[config.mk]
export PLATFORM = sky130hd
export DESIGN_NAME = dmem_bus_bridge
export DESIGN_NICKNAME = d
export VERILOG_FILES = /design/src/rtl/mem_pkg.sv /design/src/rtl/dmem_lane_align.sv /design/src/rtl/dmem_bus_bridge.sv
export SDC_FILE = /design/constraint.sdc
export NUM_CORES = 1
export LEC_CHECK = 0
export CORE_ASPECT_RATIO = 0.75
export CORE_MARGIN = 2
export CORE_UTILIZATION = 48
export CTS_CLUSTER_SIZE = 8
export DETAILED_ROUTE_END_ITERATION = 10
export PLACE_DENSITY = 0.95
export SLEW_MARGIN = 15
export SYNTH_ARGS = -nofsm -noshare
export SYNTH_HDL_FRONTEND = slang
export SYNTH_HIERARCHICAL = 1
export SYNTH_SLANG_ARGS = --single-unit
export TNS_END_PERCENT = 50
[constraint.sdc]
create_clock -name clk -period 3.9 [get_ports clk]
set_input_delay 0.585 -clock clk [delete_from_list [all_inputs] [get_ports clk]]
set_output_delay 0.585 -clock clk [all_outputs]
set_load 0.01 [all_outputs]
[src/rtl/mem_pkg.sv]
// -----------------------------------------------------------------------------
// mem_pkg
// Shared definitions for the data-memory bus bridge:
//   - access-size encodings carried on the core's data_mask port
//   - bridge_state_t, the bridge FSM state type
//   - is_word(), which folds the reserved mask encoding into word accesses
// -----------------------------------------------------------------------------
package mem_pkg;

    localparam logic [1:0] MASK_BYTE = 2'b00;
    localparam logic [1:0] MASK_HALF = 2'b01;
    localparam logic [1:0] MASK_WORD = 2'b10;

    typedef enum logic [1:0] {
        IDLE = 2'd0,
        REQ  = 2'd1,
        RESP = 2'd2,
        DONE = 2'd3
    } bridge_state_t;

    // Encoding 2'b11 is reserved and behaves as a word access, so any mask
    // with bit 1 set is a word.
    function automatic logic is_word(input logic [1:0] mask);
        return mask[1];
    endfunction

endpackage

[src/rtl/dmem_lane_align.sv]
// -----------------------------------------------------------------------------
// dmem_lane_align
// Purely combinational byte-lane logic for the bridge.
// Store side (driven from the live core request):
//   wr_off, wr_mask   byte offset addr[1:0] and access size of the request
//   store_data        LSB-justified store data
//   wstrb             byte strobes for the addressed lanes
//   wdata             store data replicated across all lanes
//   misaligned        half on an odd address, or word not on a word boundary
// Load side (driven from the offset/size captured when the load was issued):
//   rd_off, rd_mask   byte offset and access size of the outstanding load
//   load_word         raw 32-bit bus response word
//   load_data         addressed bytes shifted to the LSBs, zero-extended
// -----------------------------------------------------------------------------
module dmem_lane_align
    import mem_pkg::*;
(
    input  logic [1:0]  wr_off,
    input  logic [1:0]  wr_mask,
    input  logic [31:0] store_data,
    input  logic [1:0]  rd_off,
    input  logic [1:0]  rd_mask,
    input  logic [31:0] load_word,
    output logic [3:0]  wstrb,
    output logic [31:0] wdata,
    output logic        misaligned,
    output logic [31:0] load_data
);

    logic [31:0] shifted;

    always_comb begin
        // NOTE: every output gets a default first so no path can infer a latch.
        wstrb      = 4'b1111;
        wdata      = store_data;
        misaligned = 1'b0;
        if (is_word(wr_mask)) begin
            misaligned = (wr_off != 2'b00);
        end else if (wr_mask == MASK_HALF) begin
            wstrb      = 4'b0011 << wr_off;
            wdata      = {2{store_data[15:0]}};
            misaligned = wr_off[0];
        end else begin
            wstrb      = 4'b0001 << wr_off;
            wdata      = {4{store_data[7:0]}};
        end
    end

    always_comb begin
        shifted = load_word >> {rd_off, 3'b000};
        if (is_word(rd_mask)) begin
            load_data = shifted;
        end else if (rd_mask == MASK_HALF) begin
            load_data = {16'h0000, shifted[15:0]};
        end else begin
            load_data = {24'h000000, shifted[7:0]};
        end
    end

endmodule

[src/rtl/dmem_bus_bridge.sv]
// -----------------------------------------------------------------------------
// dmem_bus_bridge
// Bridges the core data-memory port onto a valid/ready bus with byte strobes.
// Aligned requests become one bus transfer; misaligned requests are dropped
// and flagged; transfers stuck for TIMEOUT_CYCLES in REQ or RESP are aborted
// and flagged. o_stall freezes the core until the bridge reaches DONE, where
// it is low for one cycle so the core can retire the access.
// Ports:
//   clk, rst                 clock, synchronous active-high reset
//   i_addr, i_write_data     core byte address and LSB-justified store data
//   i_read_en, i_write_en    load / store request (store wins if both high)
//   i_data_mask              access size (byte/half/word, 11 = word)
//   o_read_data              aligned, zero-extended load result (held)
//   o_stall                  core hold
//   o_misaligned, o_bus_error  single-cycle event pulses
//   o_bus_*/i_bus_*          system bus request and read response channels
// -----------------------------------------------------------------------------
module dmem_bus_bridge
    import mem_pkg::*;
#(
    parameter int TIMEOUT_CYCLES = 255
) (
    input  logic        clk,
    input  logic        rst,
    input  logic [31:0] i_addr,
    input  logic [31:0] i_write_data,
    input  logic        i_read_en,
    input  logic        i_write_en,
    input  logic [1:0]  i_data_mask,
    output logic [31:0] o_read_data,
    output logic        o_stall,
    output logic        o_misaligned,
    output logic        o_bus_error,
    output logic        o_bus_valid,
    input  logic        i_bus_ready,
    output logic [31:0] o_bus_addr,
    output logic        o_bus_we,
    output logic [3:0]  o_bus_wstrb,
    output logic [31:0] o_bus_wdata,
    input  logic        i_bus_rvalid,
    input  logic [31:0] i_bus_rdata
);

    localparam int              TO_W    = $clog2(TIMEOUT_CYCLES + 1);
    // The counter starts at 0 on entry, so the TIMEOUT_CYCLES-th waiting
    // cycle is the one where it reads TIMEOUT_CYCLES-1.
    localparam logic [TO_W-1:0] TO_LAST = TO_W'(TIMEOUT_CYCLES - 1);

    bridge_state_t   state;
    bridge_state_t   state_next;
    logic [TO_W-1:0] to_cnt;
    logic [1:0]      rsp_off;
    logic [1:0]      rsp_mask;
    logic            req;
    logic            timed_out;
    logic [3:0]      lane_wstrb;
    logic [31:0]     lane_wdata;
    logic [31:0]     lane_rdata;
    logic            lane_misaligned;

    assign req = i_read_en | i_write_en;

    dmem_lane_align u_lane_align (
        .wr_off     (i_addr[1:0]),
        .wr_mask    (i_data_mask),
        .store_data (i_write_data),
        .rd_off     (rsp_off),
        .rd_mask    (rsp_mask),
        .load_word  (i_bus_rdata),
        .wstrb      (lane_wstrb),
        .wdata      (lane_wdata),
        .misaligned (lane_misaligned),
        .load_data  (lane_rdata)
    );

    always_comb begin
        state_next = state;
        o_stall    = 1'b0;
        timed_out  = 1'b0;
        case (state)
            IDLE: begin
                if (req) begin
                    o_stall    = 1'b1;
                    state_next = lane_misaligned ? DONE : REQ;
                end
            end
            REQ: begin
                o_stall = 1'b1;
                if (i_bus_ready) begin
                    state_next = o_bus_we ? DONE : RESP;
                end else if (to_cnt == TO_LAST) begin
                    timed_out  = 1'b1;
                    state_next = DONE;
                end
            end
            RESP: begin
                o_stall = 1'b1;
                if (i_bus_rvalid) begin
                    state_next = DONE;
                end else if (to_cnt == TO_LAST) begin
                    timed_out  = 1'b1;
                    state_next = DONE;
                end
            end
            DONE:    state_next = IDLE;
            default: state_next = IDLE;
        endcase
    end

    always_ff @(posedge clk) begin
        // NOTE: sequential state uses non-blocking assignments so every
        // register updates from the same pre-edge values.
        if (rst) begin
            state <= IDLE;
        end else begin
            state <= state_next;
        end
    end

    always_ff @(posedge clk) begin
        if (rst) begin
            to_cnt       <= '0;
            rsp_off      <= '0;
            rsp_mask     <= '0;
            o_read_data  <= '0;
            o_misaligned <= 1'b0;
            o_bus_error  <= 1'b0;
            o_bus_valid  <= 1'b0;
            o_bus_addr   <= '0;
            o_bus_we     <= 1'b0;
            o_bus_wstrb  <= '0;
            o_bus_wdata  <= '0;
        end else begin
            o_misaligned <= 1'b0;
            o_bus_error  <= 1'b0;
            case (state)
                IDLE: begin
                    if (req) begin
                        to_cnt <= '0;
                        if (lane_misaligned) begin
                            o_misaligned <= 1'b1;
                            o_read_data  <= '0;
                        end else begin
                            o_bus_valid <= 1'b1;
                            o_bus_addr  <= {i_addr[31:2], 2'b00};
                            o_bus_we    <= i_write_en;
                            o_bus_wstrb <= i_write_en ? lane_wstrb : 4'b0000;
                            o_bus_wdata <= lane_wdata;
                            rsp_off     <= i_addr[1:0];
                            rsp_mask    <= i_data_mask;
                        end
                    end
                end
                REQ: begin
                    if (i_bus_ready) begin
                        o_bus_valid <= 1'b0;
                        to_cnt      <= '0;
                    end else if (timed_out) begin
                        o_bus_valid <= 1'b0;
                        o_bus_error <= 1'b1;
                        o_read_data <= '0;
                    end else begin
                        to_cnt <= to_cnt + 1'b1;
                    end
                end
                RESP: begin
                    if (i_bus_rvalid) begin
                        o_read_data <= lane_rdata;
                    end else if (timed_out) begin
                        o_bus_error <= 1'b1;
                        o_read_data <= '0;
                    end else begin
                        to_cnt <= to_cnt + 1'b1;
                    end
                end
                default: ;
            endcase
        end
    end

endmodule

==> flow_metrics.tcl, run 1 <==
set metrics [dict create \
    std_cell_rows 33 \
    post-synth-top-area-fraction_pct 41.8 \
    drt_iter0_markers 365 \
    cts_inserted_buffers 17 \
    clkTransAtPathRegs_ns 0.06 \
    synth_ff_type "dfxtp_1" \
    crit_path_start "i_write_en" \
    grt_setup_unrepaired "false" \
    critical_path.max_stage_delay_ns 0.64 \
    hpwl_um 11700 \
    insertion_delay_ns 0.40 \
    period_share_pct 72.9 \
    drc_errors 0 \
    slowest_stage "clkdlybuf4s50_1" \
    required_ns 3.31 \
    leakagePower_nw 2.88 \
    async_flop_share_pct 0 \
    drtPass1Iterations 5 \
    hp-class "flip-flop to flip-flop" \
    whs_path_depth 2 \
    worstMarginPinSlew_ns 0.972 \
    clock-sinks 116 \
    wl_um 17000 \
    cts_tree "built" \
    place_ws_ns 1.08 \
    fillCellCount 773 \
    min_from "o_read_data[12]" \
    port_buffers 206 \
    vias_per_cell 5.47 \
    fin_crit_ns 2.84 \
    power.density_nw_per_um2 513 \
    core_um2 11100 \
    area_growth_pct 46.1 \
    fmax_mhz 352 \
    hold_end "o_read_data[12]" \
    finClkSkew_ns 0.00925 \
    final_antenna_net_count 0 \
    critPathCaptureType "output pin" \
    status "finished, final reports clean" \
    yosysSeqAreaShare_pct 41.8 \
    startpoint_type "primary input" \
    pin_count 209 \
    synth_area_leaders "dfxtp_1 (42%), nand2_1 (12%), a21oi_1 (8.4%)" \
    vias 5480 \
    r2r_end "o_read_data[25]" \
    drv_cap 0 \
    h-tree-depth 4 \
    crit_top_cell "clkdlybuf4s50_1" \
    synthCells 675 \
    yosys.area.top_type "dfxtp_1" \
    multi_input_area_um2 2850 \
    cts_resized 0 \
    setup_violations 0 \
    yosysWarnings 6 \
    cts_setup_buffers 0 \
    hold_violations 0 \
    initial_utilization_pct 50.0 \
    ys_ff_latch 116 \
    cp.arrival_ns 2.26 \
    syn_area_per_cell_um2 8.23 \
    clock_path_buffers 2 \
    path_class "primary input to output pin" \
    vdd_drop_max_uv 374 \
    synth.distinct_cells 49 \
    die_width_um 128 \
    r2r_setup_slack_ns 1.47 \
    n_antenna_cell 0 \
    syn-cell-area_um2 5560 \
    grt_pass1_wl_um 26900 \
    r2r_start "state[1]" \
    grt_usage_pct 27.1 \
    hold_buffers 0 \
    dieArea_um2 12500 \
    grt_max_degree 73 \
    finalMaxSlewViolations 0 \
    grt_overflow 0 \
    r2r.worst_path.cells 6 \
    slew_headroom_pct 35.2 \
    crit_chain "clkdlybuf4s50_1 -> o21ai_0 -> a21oi_1 -> clkdlybuf4s50_1" \
    post_drt_wl_per_cell_um 17.0 \
    seqCellArea_um2 2320 \
    path_max_fanout 9 \
    final.setup.worst_slack_ns 1.06 \
    die_h_um 97.2 \
    gp_congestion 0.882 \
    tns_ns 0 \
    nNetsFinal 960 \
    drive_gt1_share_pct 8.82 \
    grt_pass1_vias 5197 \
    synth-edff-count 0 \
    grt_antenna_before_repair 0 \
    cts_root_buf "clkbuf_16" \
]
[state kept, by name (all words and copies together) (netlist names)]
| signal | flops |
|---|---|
| o_bus_error | 1 |
| o_bus_we | 1 |
| o_bus_wdata | 32 |
| state | 2 |
| o_read_data | 32 |
| o_bus_wstrb | 4 |
| o_bus_addr | 30 |
| rsp_mask | 2 |
| o_misaligned | 1 |
| o_bus_valid | 1 |
| to_cnt | 8 |
| rsp_off | 2 |
[cell families (layout without fill, tap and decap cells)]
logic type	after synthesis	after routing	share of synthesized area, %
other cells	1	2	0.0675
mux	32	32	6.12
buf+inv	67	253	7.21
compound gates	185	185	21.5
flops	116	116	41.8
simple gates	267	267	21.7
fa+ha+maj	7	7	1.58
[layout by cell type, fill, tap and decap left out, types with 3 or more instances in the layout]
cell type,instances
clkdlybuf4s50_1,205
nand2_1,185
dfxtp_1,115
a21oi_1,93
o2bb2ai_1,32
a211oi_1,18
nor2b_1,17
clkbuf_16,17
o21ai_0,16
mux2i_1,16
mux2_2,16
and2_1,12
nor2_1,12
nand2b_1,9
inv_1,7
o31ai_1,7
ha_1,7
buf_4,7
or4_1,6
nand3_1,6
a211oi_2,6
clkinv_4,4
nor2_4,3
nand4_1,3
bufinv_16,3
inv_6,3
[cells in the mapped netlist, types with 7 or more instances]
library cell,n
nand2_1,185
dfxtp_1,116
a21oi_1,93
o2bb2ai_1,32
buf_2,19
a211oi_1,18
clkbuf_1,18
nor2b_1,17
mux2_2,16
mux2i_1,16
o21ai_0,16
buf_4,14
nor2_1,13
and2_1,12
nand2b_1,10
buf_6,7
ha_1,7
inv_1,7
o31ai_1,7
[worst max-delay path by stage]
| stage | to | slack (ns) | cells past startpoint |
|---|---|---|---|
| after floorplan | o_read_data[0] | 2.00 | 8 |
| after global placement | o_stall | 1.09 | 4 |
| after detailed placement | o_stall | 1.08 | 4 |
| after CTS | o_stall | 1.08 | 4 |
| after global routing | o_stall | 0.94 | 5 |
| final | o_stall | 1.06 | 4 |
[metal layers]
layer  global-route usage, %  wire, um
met1                    34.7      7260
met2                    42.9      8120
met3                    9.03      1290
met4                    9.13       340
met5                       0         0
[cell type report]
class                           instances  share of cell area, %
Clock inverter                         14                   2.17
Sequential cell                       116                   28.6
Inverter                                7                  0.324
Tap cell                              140                   2.16
Clock buffer                           18                   5.41
Multi-Input combinational cell        493                   35.1
Timing Repair Buffer                  214                   26.2
[worst max-delay path: cells and delay by family]
| kind | cells | cell delay [ns] |
|---|---|---|
| buffers and inverters | 2 | 1.20 |
| AO/OA/AOI/OAI | 2 | 0.47 |
[power breakdown]
| part | total [mW] | switching, mW | leakage, nW | internal (mW) |
|---|---|---|---|---|
| clock | 1.61 | 0.582 | 0.297 | 1.03 |
| sequential | 1.40 | 0.0937 | 0.943 | 1.31 |
| combinational | 1.15 | 0.644 | 1.64 | 0.511 |
[metrics by stage]
stage               hold slack, ns  power, mW  area (um2)  instances  utilization, %
CTS                          0.449       4.17        8120       1002            73.1
finish                       0.449       4.17        8120       1002            73.1
global route                 0.466       4.36        8120       1002            73.1
floorplan                    0.436       2.12        5560        676               -
detailed placement           0.442       2.56        7500        970            67.5
global placement             0.435       2.53        7500        970            67.5
No activity file was read; power rests on OpenSTA's default activity.
==> run 2: changes to the inputs <==
Settings changed: CORE_UTILIZATION 48 to 45, PLACE_DENSITY 0.95 to 0.92.
Clock period 3.9 ns to 2.8 ns, I/O delays scaled along.
==> run 2 against run 1 <==
  * Sequential power rose by 39%
  * Critical path depth rose by 1
  * Clock skew rose by 0.0017 ns
  * Design area rose by 0.66%
  * First-iteration DRC count rose by 0.55%
  * Hold slack got worse by 0.0020 ns
  * Via count fell by 1.4%
  * Flip-flop and latch count did not move
  * Non-clock buffer count rose by 4
  * Largest cell class unchanged
==> flow_metrics.tcl, run 2 (same netlist as run 1, synthesis figures left out) <==
set metrics [dict create \
    nNetsFinal 964 \
    vdd_drop_max_uv 510 \
    hold_violations 0 \
    slew_headroom_pct 49.4 \
    vias 5403 \
    layout_commonest_cell "clkdlybuf4s50_1" \
    drt_iter0_markers 367 \
    dieArea_um2 13300 \
    grt_setup_unrepaired "false" \
    switching_share_pct 31.6 \
    crit_chain "inv_1 -> ha_1 -> o21ai_0 -> a21oi_1 -> clkdlybuf4s50_1" \
    postLayoutCoreUtil_pct 67.1 \
    clkPwrFrac_pct 38.5 \
    power.density_nw_per_um2 709 \
    finalMaxSlewViolations 0 \
    crit_path_start "state[0]" \
    grt_max_degree 73 \
    hpwl_um 11000 \
    min_from "o_read_data[9]" \
    drtPass1Iterations 4 \
    hold_buffers 0 \
    final_antenna_net_count 0 \
    status "finished, final reports clean" \
    die_h_um 100 \
    drv_cap 0 \
    vias_per_cell 5.24 \
    path_class "flip-flop to output pin" \
    pin_count 209 \
    die_width_um 132 \
    drc_errors 0 \
    reg_top3 "o_bus_wdata: 32 flops, o_read_data: 32 flops, o_bus_addr: 30 flops" \
    grt_pass1_vias 5259 \
    pwr-share-seq_pct 33.5 \
    fmax_mhz 372 \
    final.setup.worst_slack_ns 0.113 \
    cp.arrival_ns 2.27 \
    n_antenna_cell 0 \
    cts_root_buf "clkbuf_16" \
    tns_ns 0 \
    port_buffers 206 \
    cts_tree "built" \
    clock-sinks 116 \
    critical_path.max_stage_delay_ns 0.58 \
    critPathCaptureType "output pin" \
    grt_pass1_wl_um 25800 \
    required_ns 2.38 \
    switching_power_mw 1.83 \
    cts_inserted_buffers 17 \
    period_share_pct 96.0 \
    std_cell_rows 35 \
    finClkSkew_ns 0.0109 \
    post_drt_wl_per_cell_um 15.6 \
    insertion_delay_ns 0.40 \
    path_max_fanout 8 \
    h-tree-depth 4 \
    worstMarginPinSlew_ns 0.759 \
    drive_gt1_share_pct 9.12 \
    placedCellCount 1000 \
    p_int_mw 3.96 \
    setup_violations 0 \
    hold_ws_ns 0.447 \
    startpoint_type "flip-flop" \
    clock_path_buffers 2 \
    grt_usage_pct 24.1 \
    slowest_stage "clkdlybuf4s50_1" \
    layout_common_cells "clkdlybuf4s50_1 (205), nand2_1 (185), dfxtp_1 (115)" \
    initial_utilization_pct 45.6 \
    fillCellCount 974 \
    leakagePower_nw 2.88 \
    wl_um 16100 \
    cts_resized 0 \
    grt_overflow 0 \
    final_cells 1032 \
    r2r_start "state[1]" \
    hp-class "flip-flop to flip-flop" \
    area_growth_pct 47.1 \
    clkTransAtPathRegs_ns 0.06 \
    fin_crit_ns 2.69 \
    grt_antenna_before_repair 0 \
    core_um2 12200 \
    gp_congestion 0.886 \
    cts_setup_buffers 0 \
    p_comb_share_pct 28.0 \
    place_ws_ns 0.273 \
]
run 2: cell count changes in the layout (fill, tap and decap cells not counted), sizes merged:
cell      previous run  this run
clkinv               6         4
clkinvlp             2         4
buf                  9        13
run 2: per-stage QoR:
stage / instance area (um2) / power [mW]
2_1_floorplan: 5560 / 2.96
3_3_place_gp: 7560 / 3.54
3_5_place_dp: 7560 / 3.58
4_1_cts: 8170 / 5.81
5_1_grt: 8170 / 6.06
6_report: 8170 / 5.79
run 2: worst max-delay path: cells and delay by family (launching register included):
| family | cells | cell delay (ns) |
|---|---|---|
| DFF | 1 | 0.32 |
| AOI/OAI and AO/OA | 2 | 0.53 |
| buffers and inverters | 2 | 0.71 |
| adders and majority gates | 1 | 0.32 |
run 2: final cells by class:
cell class                 count  area [um2]  area share (%)
clock buffer                  18         429            5.25
clock inverter                14         178            2.17
inverter                       7        26.3           0.322
multi-input combinational    493        2850            34.8
sequential                   116        2320            28.4
tap                          166         208            2.54
timing repair buffer         218        2160            26.4
run 2: routing by layer:
metal | vias to the layer above | global-route usage [%] | part of all wire (%) | routed length [um]
met4 | 0 | 7.94 | 1.4 | 221
met1 | 2526 | 29.8 | 43 | 7010
li1 | 2669 | - | - | -
met2 | 188 | 40.2 | 48 | 7760
met3 | 20 | 7.53 | 7.1 | 1140
met5 | - | 0 | 0 | 0
run 2: path summary, 6_finish.rpt:
| kind | to | slack (ns) | cells past startpoint |
|---|---|---|---|
| worst max register to register | o_read_data[24] | 0.61 | 7 |
| worst max-delay path | o_stall | 0.11 | 5 |
| worst min register to register | o_read_data[9] | 0.45 | 2 |
| worst min-delay path | o_read_data[9] | 0.45 | 2 |
run 2: power by group through the flow:
stage                     combinational, mW  sequential (mW)  clock, mW
after floorplan                       0.944             2.01          0
after global placement                 1.57             1.97          0
after detailed placement               1.60             1.98          0
after CTS                              1.61             1.94       2.26
after global routing                   1.76             1.96       2.34
final                                  1.62             1.94       2.23
